`src/rtl/fetch_unit_pkg.sv`:
```
// rtl/fetch_unit_pkg.sv - shared constants and FSM encoding for the fetch stage
package fetch_unit_pkg;

    localparam logic [31:0] NOP_INSTR    = 32'h0000_0013;
    localparam logic [31:0] EBREAK_INSTR = 32'h0010_0073;

    typedef enum logic [1:0] {
        ST_IDLE = 2'd0,
        ST_RUN  = 2'd1,
        ST_HALT = 2'd2
    } fetch_state_t;

endpackage

```
`src/rtl/fetch_unit_if_id_reg.sv`:
```
// rtl/fetch_unit_if_id_reg.sv - IF/ID pipeline register with enable and flush-to-bubble
module if_id_reg
    import fetch_unit_pkg::*;
#(
    parameter int PC_W = 10
) (
    input  logic            clk,
    input  logic            reset,
    input  logic            en,
    input  logic            flush,
    input  logic [31:0]     instruction,
    input  logic [PC_W-1:0] pc,
    output logic [31:0]     id_instruction,
    output logic [PC_W-1:0] id_pc,
    output logic            id_valid
);

    // flush wins over a normal load so a redirect always leaves a bubble
    always_ff @(posedge clk) begin
        if (reset || flush) begin
            id_instruction <= NOP_INSTR;
            id_pc          <= '0;
            id_valid       <= 1'b0;
        end else if (en) begin
            id_instruction <= instruction;
            id_pc          <= pc;
            id_valid       <= 1'b1;
        end
    end

endmodule

```
`src/rtl/fetch_unit.sv`:
```
// rtl/fetch_unit.sv - instruction fetch stage: PC, run/halt FSM, fetch counter, IF/ID
module fetch_unit
    import fetch_unit_pkg::*;
#(
    parameter int              PC_W     = 10,
    parameter logic [PC_W-1:0] RESET_PC = '0,
    parameter int              CNT_W    = 16
) (
    input  logic             clk,
    input  logic             reset,
    input  logic             start,
    input  logic             stall,
    input  logic             redirect_valid,
    input  logic [PC_W-1:0]  redirect_pc,
    output logic [PC_W-1:0]  imem_pc,
    input  logic [31:0]      imem_instruction,
    output logic [31:0]      id_instruction,
    output logic [PC_W-1:0]  id_pc,
    output logic             id_valid,
    output logic             halted,
    output logic [CNT_W-1:0] fetch_count
);

    fetch_state_t    state;
    logic [PC_W-1:0] pc_q;
    logic            load;
    logic            flush;

    assign imem_pc = pc_q;

    always_comb begin
        load  = 1'b0;
        flush = 1'b0;
        case (state)
            ST_IDLE: flush = 1'b1;
            ST_RUN: begin
                flush = redirect_valid;
                load  = !redirect_valid && !stall;
            end
            ST_HALT: flush = redirect_valid || !stall;
            default: flush = 1'b1;
        endcase
    end

    always_ff @(posedge clk) begin
        if (reset) begin
            state       <= ST_IDLE;
            pc_q        <= RESET_PC;
            halted      <= 1'b0;
            fetch_count <= '0;
        end else begin
            if (load && fetch_count != {CNT_W{1'b1}})
                fetch_count <= fetch_count + CNT_W'(1);
            case (state)
                ST_IDLE: begin
                    if (start)
                        state <= ST_RUN;
                end
                ST_RUN: begin
                    if (redirect_valid) begin
                        pc_q <= redirect_pc;
                    end else if (!stall) begin
                        // EBREAK is latched into IF/ID but the PC parks on it
                        if (imem_instruction == EBREAK_INSTR) begin
                            state  <= ST_HALT;
                            halted <= 1'b1;
                        end else begin
                            pc_q <= pc_q + PC_W'(1);
                        end
                    end
                end
                ST_HALT: begin
                    if (redirect_valid) begin
                        pc_q   <= redirect_pc;
                        halted <= 1'b0;
                        state  <= ST_RUN;
                    end
                end
                default: state <= ST_IDLE;
            endcase
        end
    end

    if_id_reg #(
        .PC_W(PC_W)
    ) u_if_id (
        .clk            (clk),
        .reset          (reset),
        .en             (load),
        .flush          (flush),
        .instruction    (imem_instruction),
        .pc             (pc_q),
        .id_instruction (id_instruction),
        .id_pc          (id_pc),
        .id_valid       (id_valid)
    );

endmodule

```
`config.mk`:
```
export PLATFORM = sky130hd
export DESIGN_NAME = fetch_unit
export DESIGN_NICKNAME = d
export VERILOG_FILES = /design/src/rtl/fetch_unit_pkg.sv /design/src/rtl/fetch_unit_if_id_reg.sv /design/src/rtl/fetch_unit.sv
export SDC_FILE = /design/constraint.sdc
export NUM_CORES = 1
export LEC_CHECK = 0
export BUFFER_PORTS_ARGS = -buffer_cell sky130_fd_sc_hd__buf_4
export CAP_MARGIN = 10
export CORE_MARGIN = 5
export CORE_UTILIZATION = 35
export CTS_BUF_LIST = sky130_fd_sc_hd__clkbuf_8
export DETAILED_ROUTE_END_ITERATION = 6
export MAX_ROUTING_LAYER = met4
export SYNTH_ARGS = -nofsm -noshare
export SYNTH_HDL_FRONTEND = slang
export SYNTH_SLANG_ARGS = --single-unit
```
`constraint.sdc`:
```
create_clock -name clk -period 4.8 [get_ports clk]
set_input_delay 0.24 -clock clk [delete_from_list [all_inputs] [get_ports clk]]
set_output_delay 0.24 -clock clk [all_outputs]
set_load 0.05 [all_outputs]
```
# Word-level counts from Yosys, hierarchy flattened
# Cells that the tools add are included.
# op_classes
mux	18
addsub	2
eq_ne	11
n_reduce_logical	11
# ops
cell	n
$mux 10	4
$eq 32x21->1 const B	1
$pmux 10 s2	1
$add 16x1->16 const B	1
$ne 16x16->1 const B	1
$add 10x1->10 const B	1
$mux 2	5
$ne 2x2->1 const B	5
$reduce_and 5->1	2
$ne 3x3->1 const B	2
$pmux 2 s3	1
$mux 1	5
$pmux 1 s2	2
$reduce_and 4->1	1
$eq 2x1->1 const B	1
$eq 2x2->1 const B	1
$logic_and 1x1->1	2
$logic_not 1->1	2
$logic_not 2->1	1
$logic_or 1x1->1	2
$reduce_bool 2->1	1
# word_totals
output_inout_bits	70
ff_bits	72

# Depth between registers and ports, before layout
# Gate-level depths: netlist (run 1).
# logic_depth
word_depth	5
ltp_mapped	10
mapped_depth_nobuf	7

# Cells and area by module
# From an unflattened synthesis (run 1), not the netlist that was laid out.
# unflattened
cells_unflattened	357
hier_area_um2	3342.0
# modules_own_cells
module	instances	seq_area_each_um2	cells_per_inst	area_each_um2
fetch_unit	1	580.6	216	1762.9
if_id_reg	1	860.8	141	1579.0

# Least setup slack after synthesis (run 1)
# OpenSTA, ideal clock, no wires.
# synth_path
path_kind	reg-to-reg
start	register fetch_count[6]
end	register fetch_count[15]
path_stages_with_launch	7
t_required_ns	4.677
arrival_ns	1.943
setup_time_ns	0.123
path_buffers	1
setup_slack_ns	2.734
path_cell_list	dfxtp_1 and4_1 nand4_2 o21ai_1 buf_4 nor4_1 mux2_1
# synth_via
elab_chain_len	2
elab_cells_between_ends	3
# synth_rtl
element	line_no	text
start: declaration	fetch_unit.sv:21	output logic [CNT_W-1:0] fetch_count
start signal: assignment	fetch_unit.sv:53	fetch_count <= fetch_count + CNT_W'(1);
parallel branches: the longest is 2 deep, another holds $add 16x1->16	--	
# Several ways; the timed one is not identified.
# A chain may end at the register's enable or synchronous reset.

# Worst setup path after layout (run 1)
# layout_path
start	register state[1]
end	register fetch_count[8]
# layout_via
elab_chain_len	3
# layout_rtl
element	line_no	text
start: declaration	fetch_unit.sv:24	fetch_state_t state;
start signal: assignment	fetch_unit.sv:47	state <= ST_IDLE;
start signal: assignment	fetch_unit.sv:57	state <= ST_RUN;
start signal: assignment	fetch_unit.sv:65	state <= ST_HALT;
$eq 2x1->1	fetch_unit.sv:34	case (state)
$mux 1	fetch_unit.sv:34	
$logic_and 1x1->1	fetch_unit.sv:52	if (load && fetch_count != {CNT_W{1'b1}})
# No other way between the ends.

==> metrics.md, run 1 <==
| Metric | Value |
|---|---|
| Final Hold Fails | `0` |
| Starting DRT DRC Count | `around 260` |
| Routed WL per cell | `15.5 microns` |
| Worst-path clk slew | `about 0.07 ns` |
| Worst setup path class | `reg -> reg` |
| CTS tree | `done` |
| FMAX | `around 420 MHz` |
| Total Routed Length | `10.2 mm` |
| Hold path depth | `3` |
| HP Class | `in -> reg` |
| Grt ovf | `0` |
| Clk pwr share | `approximately 28%` |
| Vias in the first global route | `approximately 3.2k` |
| FILL cells | `between 900 and 1k` |
| Critical Path Start Type | `register` |
| Post-route cell area | `about 4500 sq um` |
| Row count | `35` |
| Min Tclk post-route | `2.38 ns` |
| Place WS | `between 2 and 2.5 ns` |
| Ys Warns | `0` |
| Net Sw Frac | `37.2%` |
| I/O pin count | `around 120` |
| Status | `finished, final reports clean` |
| Max Cap Viol | `0` |
| DR vias | `3393` |
| Core ar. | `9280 sq um` |
| Clk Latency, worst-skew pair | `0.34 ns` |
| CTS root buf | `clkbuf_8` |
| Seq cells post-synth | `72` |
| WP data required | `5.04 ns` |
| First-pass GRT wire length | `16.4 mm` |
| Port Buffers | `between 100 and 150` |
| Worst EP arrival | `2.62 ns` |
| First-pass DRT Iterations | `4` |
| Remaining DRCs | `0` |
| CP Buf/Inv Count | `2` |
| Tcrit/Tclk final | `approximately 50%` |
| Psw | `~660 uW` |
| TNS Setup | `0 ns` |
| Area after DPL | `4290 sq um` |
| Prevailing post-synth register cell | `dfxtp_1` |
| Fin Hold WS | `around 0.11 ns` |
| Dpl hpwl | `7.45 mm` |
| Gate power share | `32.0%` |
| Pwr Density | `~390 nW/um^2` |
| Clock Skew | `~0.0073 ns` |
| Fraction of registers with async set/reset | `0%` |
| Post-synth EDFFs | `0` |
| TritonCTS buffer count | `9` |
| Slowest-stage cell, CP | `buf_4` |
| Share of cells above drive strength 1 | `a little over a quarter` |
| Clock H-tree levels | `3` |
| Die height | `between 100 and 150 microns` |
| Top cell type's share of synthesized area | `a little over two fifths` |
| Top delay family on crit path | `compound AO/OA/AOI/OAI gates` |
| Most common cell after layout, fill and taps aside | `buf_4` |
| P_int | `1110 uW` |
| Crit path cell chain | `inv_1, ha_1, nor3b_4, buf_4, o2111ai_1, o21a_1, o21a_1` |
| Nets@finish | `roughly 580` |
| Initial Util | `between 30% and 40%` |
| Mean Syn Cell Area | `7.97 sq um` |
| DIE AREA | `between 10000 and 15000 sq um` |
| Pin count of the biggest net entering global routing | `48` |
| CP max stage delay | `approximately 0.45 ns` |
| Slew Limit Fails | `0` |
| Area delta synth->final | `34.4%` |
| Commonest non-fill, non-tap cells in the layout | `119 x buf_4, 99 x nand2_1, 72 x dfxtp_1` |
| Sinks on Clock Net | `slightly above 70` |
| Top cell by count, worst path | `o21a_1` |
| RSZ-0062 raised after global routing | `false` |
| Via-to-Cell Ratio | `5.17` |
| Yosys top cell by area | `dfxtp_1` |
| Post-Syn Instances | `roughly 420` |
| Library cells used by synthesis | `between 50 and 60` |
| Resize count post-CTS | `0` |
| Post-Syn Area | `around 3300 sq um` |
| Top post-synthesis cells by area | `dfxtp_1 43%, nand2_1 11%, a21oi_1 7.9%, nor2_1 2.4%, ha_1 2.2%` |
| Routed Antenna Nets | `0` |
| Final setup fails | `0` |
| Actual slew at the worst max-slew pin | `0.933 ns` |
| Crit-path max FO | `47` |
| Global placer's final weighted congestion | `between 0.8 and 0.9` |
| Diode count | `0` |
| Post-CTS Setup Bufs | `0` |
| Antenna violations before repair | `0` |
| Syn_nets | `between 400 and 500` |
| Total Routing Usage GR | `between 10% and 20%` |
| Number of hold buffers added after CTS | `0` |
| Worst reg2reg path depth | `7` |
| Seq pwr share | `between 30% and 40%` |
| Register area share after synthesis | `about 43%` |
| Worst vdd ir | `around 150 uV` |
| Final Worst Setup Slack | `around 2.4 ns` |
| Crit path depth | `7` |
| Power consumption | `about 1800 uW` |
| Clock buffer depth | `2` |
| P_leak | `0.00173 uW` |
| Worst rel slew slack | `roughly 38%` |
| Die width | `roughly 110 microns` |
| CP endpoint kind | `register` |
==> sequential cells by signal (all words and copies together), names as in the netlist <==
| register | flops |
|---|---|
| u_if_id.id_valid | 1 |
| state | 2 |
| halted | 1 |
| u_if_id.id_pc | 10 |
| u_if_id.id_instruction | 32 |
| fetch_count | 16 |
| imem_pc | 10 |
==> logic make-up (layout without fill, tap and decap cells) <==
kind of cell             after synthesis  after routing  synth area share [%]
XOR/XNOR                               6              6                  1.57
adder cells (fa/ha/maj)                6              6                  2.25
AO/OA/AOI/OAI                         99             99                  18.2
AND/OR/NAND/NOR                      195            195                  28.7
buffers and inverters                 36            144                  4.49
multiplexers                           5              5                  1.57
flip-flops                            72             72                  43.1
==> power groups by stage <==
stage                     Clock, uW  Combinational, uW  Sequential [uW]
after floorplan                   0                273              824
after global placement            0                553              713
after detailed placement          0                562              716
after CTS                       517                565              702
after global routing            543                617              710
final                           498                565              703
==> metrics by stage <==
stage                     util [%]  std cells
after floorplan                  -        419
after global placement        46.2        641
after detailed placement      46.2        641
after CTS                     48.4        656
after global routing          48.4        656
final                         48.4        656
==> final timing paths <==
| check | from | to | slack, ns |
|---|---|---|---|
| worst max register to register | state[1] | fetch_count[8] | 2.42 |
| worst max-delay path | state[1] | fetch_count[8] | 2.42 |
| worst min-delay path | imem_instruction[4] | u_if_id.id_instruction[4] | 0.11 |
| worst min register to register | u_if_id.id_pc[9] | u_if_id.id_pc[9] | 0.45 |
==> area by class of cell <==
cell class                      instances  area, sq um  share of cell area (%)
Tap cell                              129          161                    3.59
Clock buffer                            9          124                    2.76
Sequential cell                        72         1440                    32.1
Multi-Input combinational cell        311         1760                    39.1
Inverter                               10         37.5                   0.836
Clock inverter                          6         77.6                    1.73
Timing Repair Buffer                  119          893                    19.9
==> cell usage after synthesis (2+ instances only) <==
cell / instances
nand3_1: 11
o311ai_1: 2
o31ai_1: 7
a21oi_1: 53
and4_1: 2
nor2b_1: 4
xor2_1: 5
or2_2: 3
ha_1: 6
a31o_1: 2
nand2_1: 99
dfxtp_1: 72
o21ai_1: 4
a31oi_1: 2
clkbuf_1: 17
nor4_1: 12
a211oi_1: 4
or4_1: 2
nor3_1: 6
a32o_1: 2
and2_1: 3
buf_1: 4
or3_1: 3
o21a_1: 3
o2111ai_1: 2
mux2i_1: 3
buf_2: 3
nor4b_1: 3
nand4_1: 12
inv_1: 10
nand3b_1: 5
o211ai_1: 3
o21ai_0: 6
nor2_1: 21
==> routing by layer <==
metal,routed length [microns],global-route usage [%]
met2,5040,28.6
met4,134,5.14
met1,4360,23.0
met5,0,-
met3,625,4.20
==> tightest hold or removal path: cells and delay by family <==
kind | cells | cell delay [ns]
buffers and inverters | 1 | 0.08
and+or+nand+nor | 2 | 0.10
(Power assumes the default switching activity.)
==> run 2: changes to the inputs <==
- clock period: 4.8 -> 2.25 ns (I/O delays scaled with it)
==> metrics.md, run 2 (synthesized netlist as in run 1, its figures left out) <==
| Metric | Value |
|---|---|
| DIE AREA | `11600 sq um` |
| Diode count | `0` |
| Grt ovf | `0` |
| First-pass DRT Iterations | `4` |
| Antenna violations before repair | `0` |
| Crit path cell chain | `inv_1, ha_2, nor3b_4, o21ai_1, nor4_1, mux2_2` |
| RSZ-0062 raised after global routing | `false` |
| Max Cap Viol | `0` |
| Min Tclk post-route | `just over 2 ns` |
| Sinks on Clock Net | `72` |
| Crit-path max FO | `9` |
| Total Routing Usage GR | `about 18%` |
| Clock Skew | `0.00717 ns` |
| Critical Path Start Type | `register` |
| Clock buffer depth | `2` |
| Reg2reg end | `fetch_count[11]` |
| Port Buffers | `approximately 120` |
| Top reg by flops | `u_if_id.id_instruction` |
| Worst EP arrival | `roughly 2.2 ns` |
| Clock H-tree levels | `3` |
| Worst reg2reg path depth | `6` |
| Status | `finished, final reports clean` |
| Dpl hpwl | `approximately 7.4 mm` |
| Initial Util | `36.0%` |
| Core ar. | `9280 sq um` |
| CP max stage delay | `0.36 ns` |
| Max reg flops | `32` |
| Global placer's final weighted congestion | `0.805` |
| Vias in the first global route | `3303` |
| Largest registers | `u_if_id.id_instruction: 32 flops, fetch_count: 16 flops` |
| Final setup fails | `0` |
| Hold Crit Endpoint | `u_if_id.id_instruction[29]` |
| R2r startpoint | `state[1]` |
| Routed WL per cell | `around 15 microns` |
| Die width | `108 microns` |
| Commonest non-fill, non-tap cells in the layout | `124 x buf_4, 99 x nand2_1, 72 x dfxtp_1` |
| Finished Layout Cells | `roughly 670` |
| WP data required | `around 2.5 ns` |
| Actual slew at the worst max-slew pin | `roughly 0.53 ns` |
| Worst setup path class | `reg -> reg` |
| Tcrit/Tclk final | `89.6%` |
| First-pass GRT wire length | `16.3 mm` |
| Total Routed Length | `10.1 mm` |
| Slew Limit Fails | `0` |
| Post-CTS Setup Bufs | `0` |
| Fin Hold WS | `~0.031 ns` |
| Area delta synth->final | `35.7%` |
| Worst rel slew slack | `between 60% and 70%` |
| DR vias | `3395` |
| I/O pin count | `between 100 and 150` |
| Pwr Density | `approximately 790 nW/um^2` |
| CTS tree | `done` |
| Routed Antenna Nets | `0` |
| Slowest-stage cell, CP | `mux2_2` |
| TritonCTS buffer count | `9` |
| Clk Latency, worst-skew pair | `around 0.33 ns` |
| DP Cell Count | `around 650` |
| Pin count of the biggest net entering global routing | `44` |
| CP endpoint kind | `register` |
| Hold path startpoint | `imem_instruction[29]` |
| Remaining DRCs | `0` |
| Nets@finish | `a little under 600` |
| Most common cell after layout, fill and taps aside | `buf_4` |
| Flop2flop setup slack | `~0.23 ns` |
| Share of cells above drive strength 1 | `about 28%` |
| Row count | `35` |
| Starting DRT DRC Count | `206` |
| Worst vdd ir | `between 300 and 400 uV` |
| Via-to-Cell Ratio | `between 5 and 6` |
| Hold path depth | `3` |
| Final Hold Fails | `0` |
| Worst-path clk slew | `roughly 0.070 ns` |
| CTS root buf | `clkbuf_8` |
| FMAX | `about 500 MHz` |
| Die height | `108 microns` |
| HP Class | `in -> reg` |
| TNS Setup | `0 ns` |
| P_leak | `about 0.0018 uW` |
run 2: stage by stage:
stage	utilization [%]	power, uW	instance area (sq um)	setup slack (ns)
3_3_place_gp	46.8	2750	4350	0.232
6_report	48.8	3570	4530	0.235
2_1_floorplan	-	2340	3340	0.184
5_1_grt	48.8	3800	4530	0.0769
4_1_cts	48.8	3620	4530	0.150
3_5_place_dp	46.8	2770	4350	0.168
run 2: power breakdown:
part | internal, uW | switching, uW | leakage [uW]
Combinational | 426 | 821 | 0.00108
Sequential | 1370 | 123 | 0.000582
Clock | 380 | 456 | 0.0000896
Total | 2170 | 1400 | 0.00175
run 2: worst max-delay path: cells and delay by family (launching register included):
| family | cells | cell delay (ns) |
|---|---|---|
| AND/OR/NAND/NOR | 2 | 0.64 |
| flip-flops | 1 | 0.33 |
| buffers and inverters | 1 | 0.10 |
| multiplexers | 1 | 0.36 |
| AO/OA/AOI/OAI | 1 | 0.21 |
| adder cells (fa/ha/maj) | 1 | 0.27 |
run 2: final cells by class:
class                   instances  area, sq um
clock buffers                   9          124
clock inverters                 6         28.8
fillers                       955         4750
inverters                      10         37.5
multi-input cells             311         1760
flip-flops and latches         72         1440
well taps                     129          161
repair buffers                128          981
run 2: worst max path at each step:
stage | startpoint | to | slack (ns) | cells past startpoint
after floorplan | fetch_count[6] | fetch_count[15] | 0.18 | 6
after global placement | state[1] | fetch_count[11] | 0.23 | 6
after detailed placement | state[1] | fetch_count[11] | 0.17 | 6
after CTS | state[1] | fetch_count[11] | 0.15 | 6
after global routing | state[1] | fetch_count[13] | 0.08 | 7
final | state[1] | fetch_count[11] | 0.23 | 6
run 2: repair_timing:
item	CTS	global route
resized for setup	0	1
hold endpoints to repair	3	0
setup endpoints to repair	0	1
hold buffers	3	0
run 2: per-layer routing:
| metal | GRT usage, % | part of all wire, % | up-vias |
|---|---|---|---|
| li1 | - | - | 1718 |
| met1 | 22.3 | 45 | 1577 |
| met2 | 28.6 | 48 | 88 |
| met3 | 4.26 | 4.6 | 12 |
| met4 | 5.77 | 1.6 | 0 |
| met5 | - | 0 | - |
==> run 3: changes to the inputs <==
- SYNTH_HIERARCHICAL: default -> 1
- TNS_END_PERCENT: default -> 30
==> metrics.md, run 3 <==
| Metric | Value |
|---|---|
| Status | `finished, final reports clean` |
| Global placer's final weighted congestion | `approximately 0.84` |
| Top post-synthesis cells by area | `dfxtp_1 43%, mux2i_1 14%, nor2_1 6.7%, a21oi_1 2.7%, buf_6 2.7%` |
| Dpl hpwl | `roughly 6.8 mm` |
| Top reg by flops | `u_if_id/id_instruction` |
| Row count | `35` |
| Commonest non-fill, non-tap cells in the layout | `122 x buf_4, 72 x dfxtp_1, 60 x nor2_1` |
| Hold path depth | `3` |
| Power consumption | `3630 uW` |
| Top cells by count, synth | `72 x dfxtp_1, 60 x nor2_1, 47 x mux2i_1, 23 x nand2_1, 18 x a21oi_1` |
| Share of cells above drive strength 1 | `between 30% and 40%` |
| First-pass GRT wire length | `approximately 15 mm` |
| Hold Crit Endpoint | `u_if_id/id_instruction[27]` |
| Final setup fails | `0` |
| Tcrit/Tclk final | `between 90% and 100%` |
| Seq pwr share | `40.2%` |
| Worst vdd ir | `between 300 and 400 uV` |
| Post-Syn Instances | `roughly 360` |
| Most common cell after layout, fill and taps aside | `buf_4` |
| Prevailing post-synth register cell | `dfxtp_1` |
| Antenna violations before repair | `0` |
| Net Sw Frac | `between 30% and 40%` |
| TritonCTS buffer count | `9` |
| HP Class | `in -> reg` |
| I/O pin count | `about 120` |
| Pwr Density | `~790 nW/um^2` |
| Core ar. | `9280 sq um` |
| Count leader, synth | `dfxtp_1` |
| Pin count of the biggest net entering global routing | `48` |
| Routed WL per cell | `approximately 15 microns` |
| CP max stage delay | `0.38 ns` |
| CTS root buf | `clkbuf_8` |
| Nets@finish | `536` |
| Worst EP arrival | `between 2 and 2.5 ns` |
| Finished Core Util | `49.7%` |
| Remaining DRCs | `0` |
| Library cells used by synthesis | `56` |
| Worst rel slew slack | `roughly 65%` |
| Vias in the first global route | `approximately 2.9k` |
| Seq cells post-synth | `72` |
| Yosys top cell by area | `dfxtp_1` |
| Clock Skew | `between 0.008 and 0.009 ns` |
| Clock H-tree levels | `3` |
| Port Buffers | `approximately 120` |
| Clock buffer depth | `2` |
| Clk pwr share | `28.3%` |
| Max Cap Viol | `0` |
| CTS tree | `done` |
| Initial Util | `a little over a third` |
| Via-to-Cell Ratio | `slightly below 5` |
| Crit-path max FO | `6` |
| Reg2reg end | `fetch_count[15]` |
| Flop2flop setup slack | `between 0.1 and 0.15 ns` |
| Register area share after synthesis | `a little over two fifths` |
| Total Routed Length | `slightly above 9 mm` |
| P_int | `~2400 uW` |
| Crit path cell chain | `inv_1, ha_1, nor3b_4, nand4_4, a21oi_2, or3b_1, mux2_4` |
| Hold path startpoint | `imem_instruction[27]` |
| DR vias | `just over 3k` |
| Fraction of registers with async set/reset | `0%` |
| P_leak | `around 0.0018 uW` |
| Worst setup path class | `reg -> reg` |
| Diode count | `0` |
| Ys Warns | `6` |
| Die height | `roughly 110 microns` |
| Mean Syn Cell Area | `between 9 and 10 sq um` |
| Total Routing Usage GR | `between 15 and 20%` |
| Routed Antenna Nets | `0` |
| Sinks on Clock Net | `72` |
| Die width | `about 110 microns` |
| FMAX | `roughly 470 MHz` |
| Top cell type's share of synthesized area | `~43%` |
| Syn_nets | `a little over 400` |
| Area delta synth->final | `38.2%` |
| DIE AREA | `~12000 sq um` |
| Slew Limit Fails | `0` |
| Worst reg2reg path depth | `7` |
| Min Tclk post-route | `roughly 2.1 ns` |
| Grt ovf | `0` |
| Psw | `1270 uW` |
| Slowest-stage cell, CP | `or3b_1` |
| First-pass DRT Iterations | `4` |
| WP data required | `roughly 2.5 ns` |
| CP endpoint kind | `register` |
| Actual slew at the worst max-slew pin | `0.506 ns` |
| Starting DRT DRC Count | `133` |
| Final Hold Fails | `0` |
| Post-synth EDFFs | `0` |
| Post-Syn Area | `between 3000 and 4000 sq um` |
| Worst-path clk slew | `~0.080 ns` |
| R2r startpoint | `state[1]` |
| Largest registers | `u_if_id/id_instruction: 32 flops, fetch_count: 16 flops` |
| Clk Latency, worst-skew pair | `between 0.3 and 0.4 ns` |
| Critical Path Start Type | `register` |
| Max reg flops | `32` |
| Gate power share | `roughly a third` |
-- run 3: changes by cell type after synthesis, moves of 8 or more --
cell and change:
mux2i_1 +44, xnor2_1 +8, nor2_1 +39, a21oi_1 -35
clkbuf_1 -12, nand2_1 -76
-- run 3: how the worst max path moves through the flow --
stage	start	end	slack (ns)
after floorplan	fetch_count[0]	fetch_count[15]	0.08
after global placement	state[1]	fetch_count[14]	0.17
after detailed placement	state[1]	fetch_count[14]	0.10
after CTS	state[1]	fetch_count[14]	0.08
after global routing	state[1]	fetch_count[15]	-0.008
final	state[1]	fetch_count[15]	0.14
-- run 3: per-stage QoR --
| stage | hold WS [ns] | TNS, ns | cell area, sq um | instances | worst slack (ns) |
|---|---|---|---|---|---|
| finish | 0.0182 | 0 | 4620 | 617 | 0.137 |
| floorplan | 0.221 | 0 | 3340 | 357 | 0.0836 |
| detailed placement | 0.349 | 0 | 4310 | 590 | 0.103 |
| global route | 0.00913 | -0.00821 | 4620 | 617 | -0.00821 |
| CTS | 0.00165 | 0 | 4590 | 614 | 0.0791 |
| global placement | 0.340 | 0 | 4310 | 590 | 0.172 |
-- run 3: cell type report --
cell class,count,area (sq um)
clock inverters,6,60.1
inverters,11,41.3
fillers,914,4670
flip-flops and latches,72,1440
repair buffers,134,1070
well taps,129,161
clock buffers,10,138
multi-input cells,255,1700
-- run 3: cells by family (layout without fill, tap and decap cells) --
logic type,after synthesis,after routing,synth area share (%)
and+or+nand+nor,140,140,20.6
buffers and inverters,30,161,5.92
muxes,49,49,14.9
AOI/OAI and AO/OA,51,51,10.9
DFF,72,72,43.1
xor gates and xnor gates,9,9,2.36
adders and majority gates,6,6,2.25
-- run 3: critical path: cells and delay by family, from the launching register on --
| family | cells | cell delay [ns] |
|---|---|---|
| AOI/OAI and AO/OA | 1 | 0.19 |
| adders and majority gates | 1 | 0.18 |
| buffers and inverters | 1 | 0.11 |
| DFF | 1 | 0.33 |
| muxes | 1 | 0.30 |
| and+or+nand+nor | 3 | 0.91 |
-- run 3: what timing repair did --
action / in CTS / in global routing
setup buffers: 0 / 2
hold buffers: 8 / 0
hold endpoints to repair: 8 / 0
gates resized for setup: 0 / 1
setup endpoints to repair: 0 / 1
-- run 3: routing by layer --
layer	vias up	wire (microns)	track usage, %
met5	-	0	-
met4	0	201	6.85
met3	18	416	2.88
met2	94	4420	25.6
met1	1401	4250	20.2
li1	1514	-	-
-- run 3: power by group through the flow --
stage,combinational (uW),sequential [uW],clock [uW]
global placement,1100,1490,0
global route,1240,1470,1110
finish,1140,1460,1030
CTS,1130,1460,1060
detailed placement,1120,1490,0
floorplan,637,1660,0
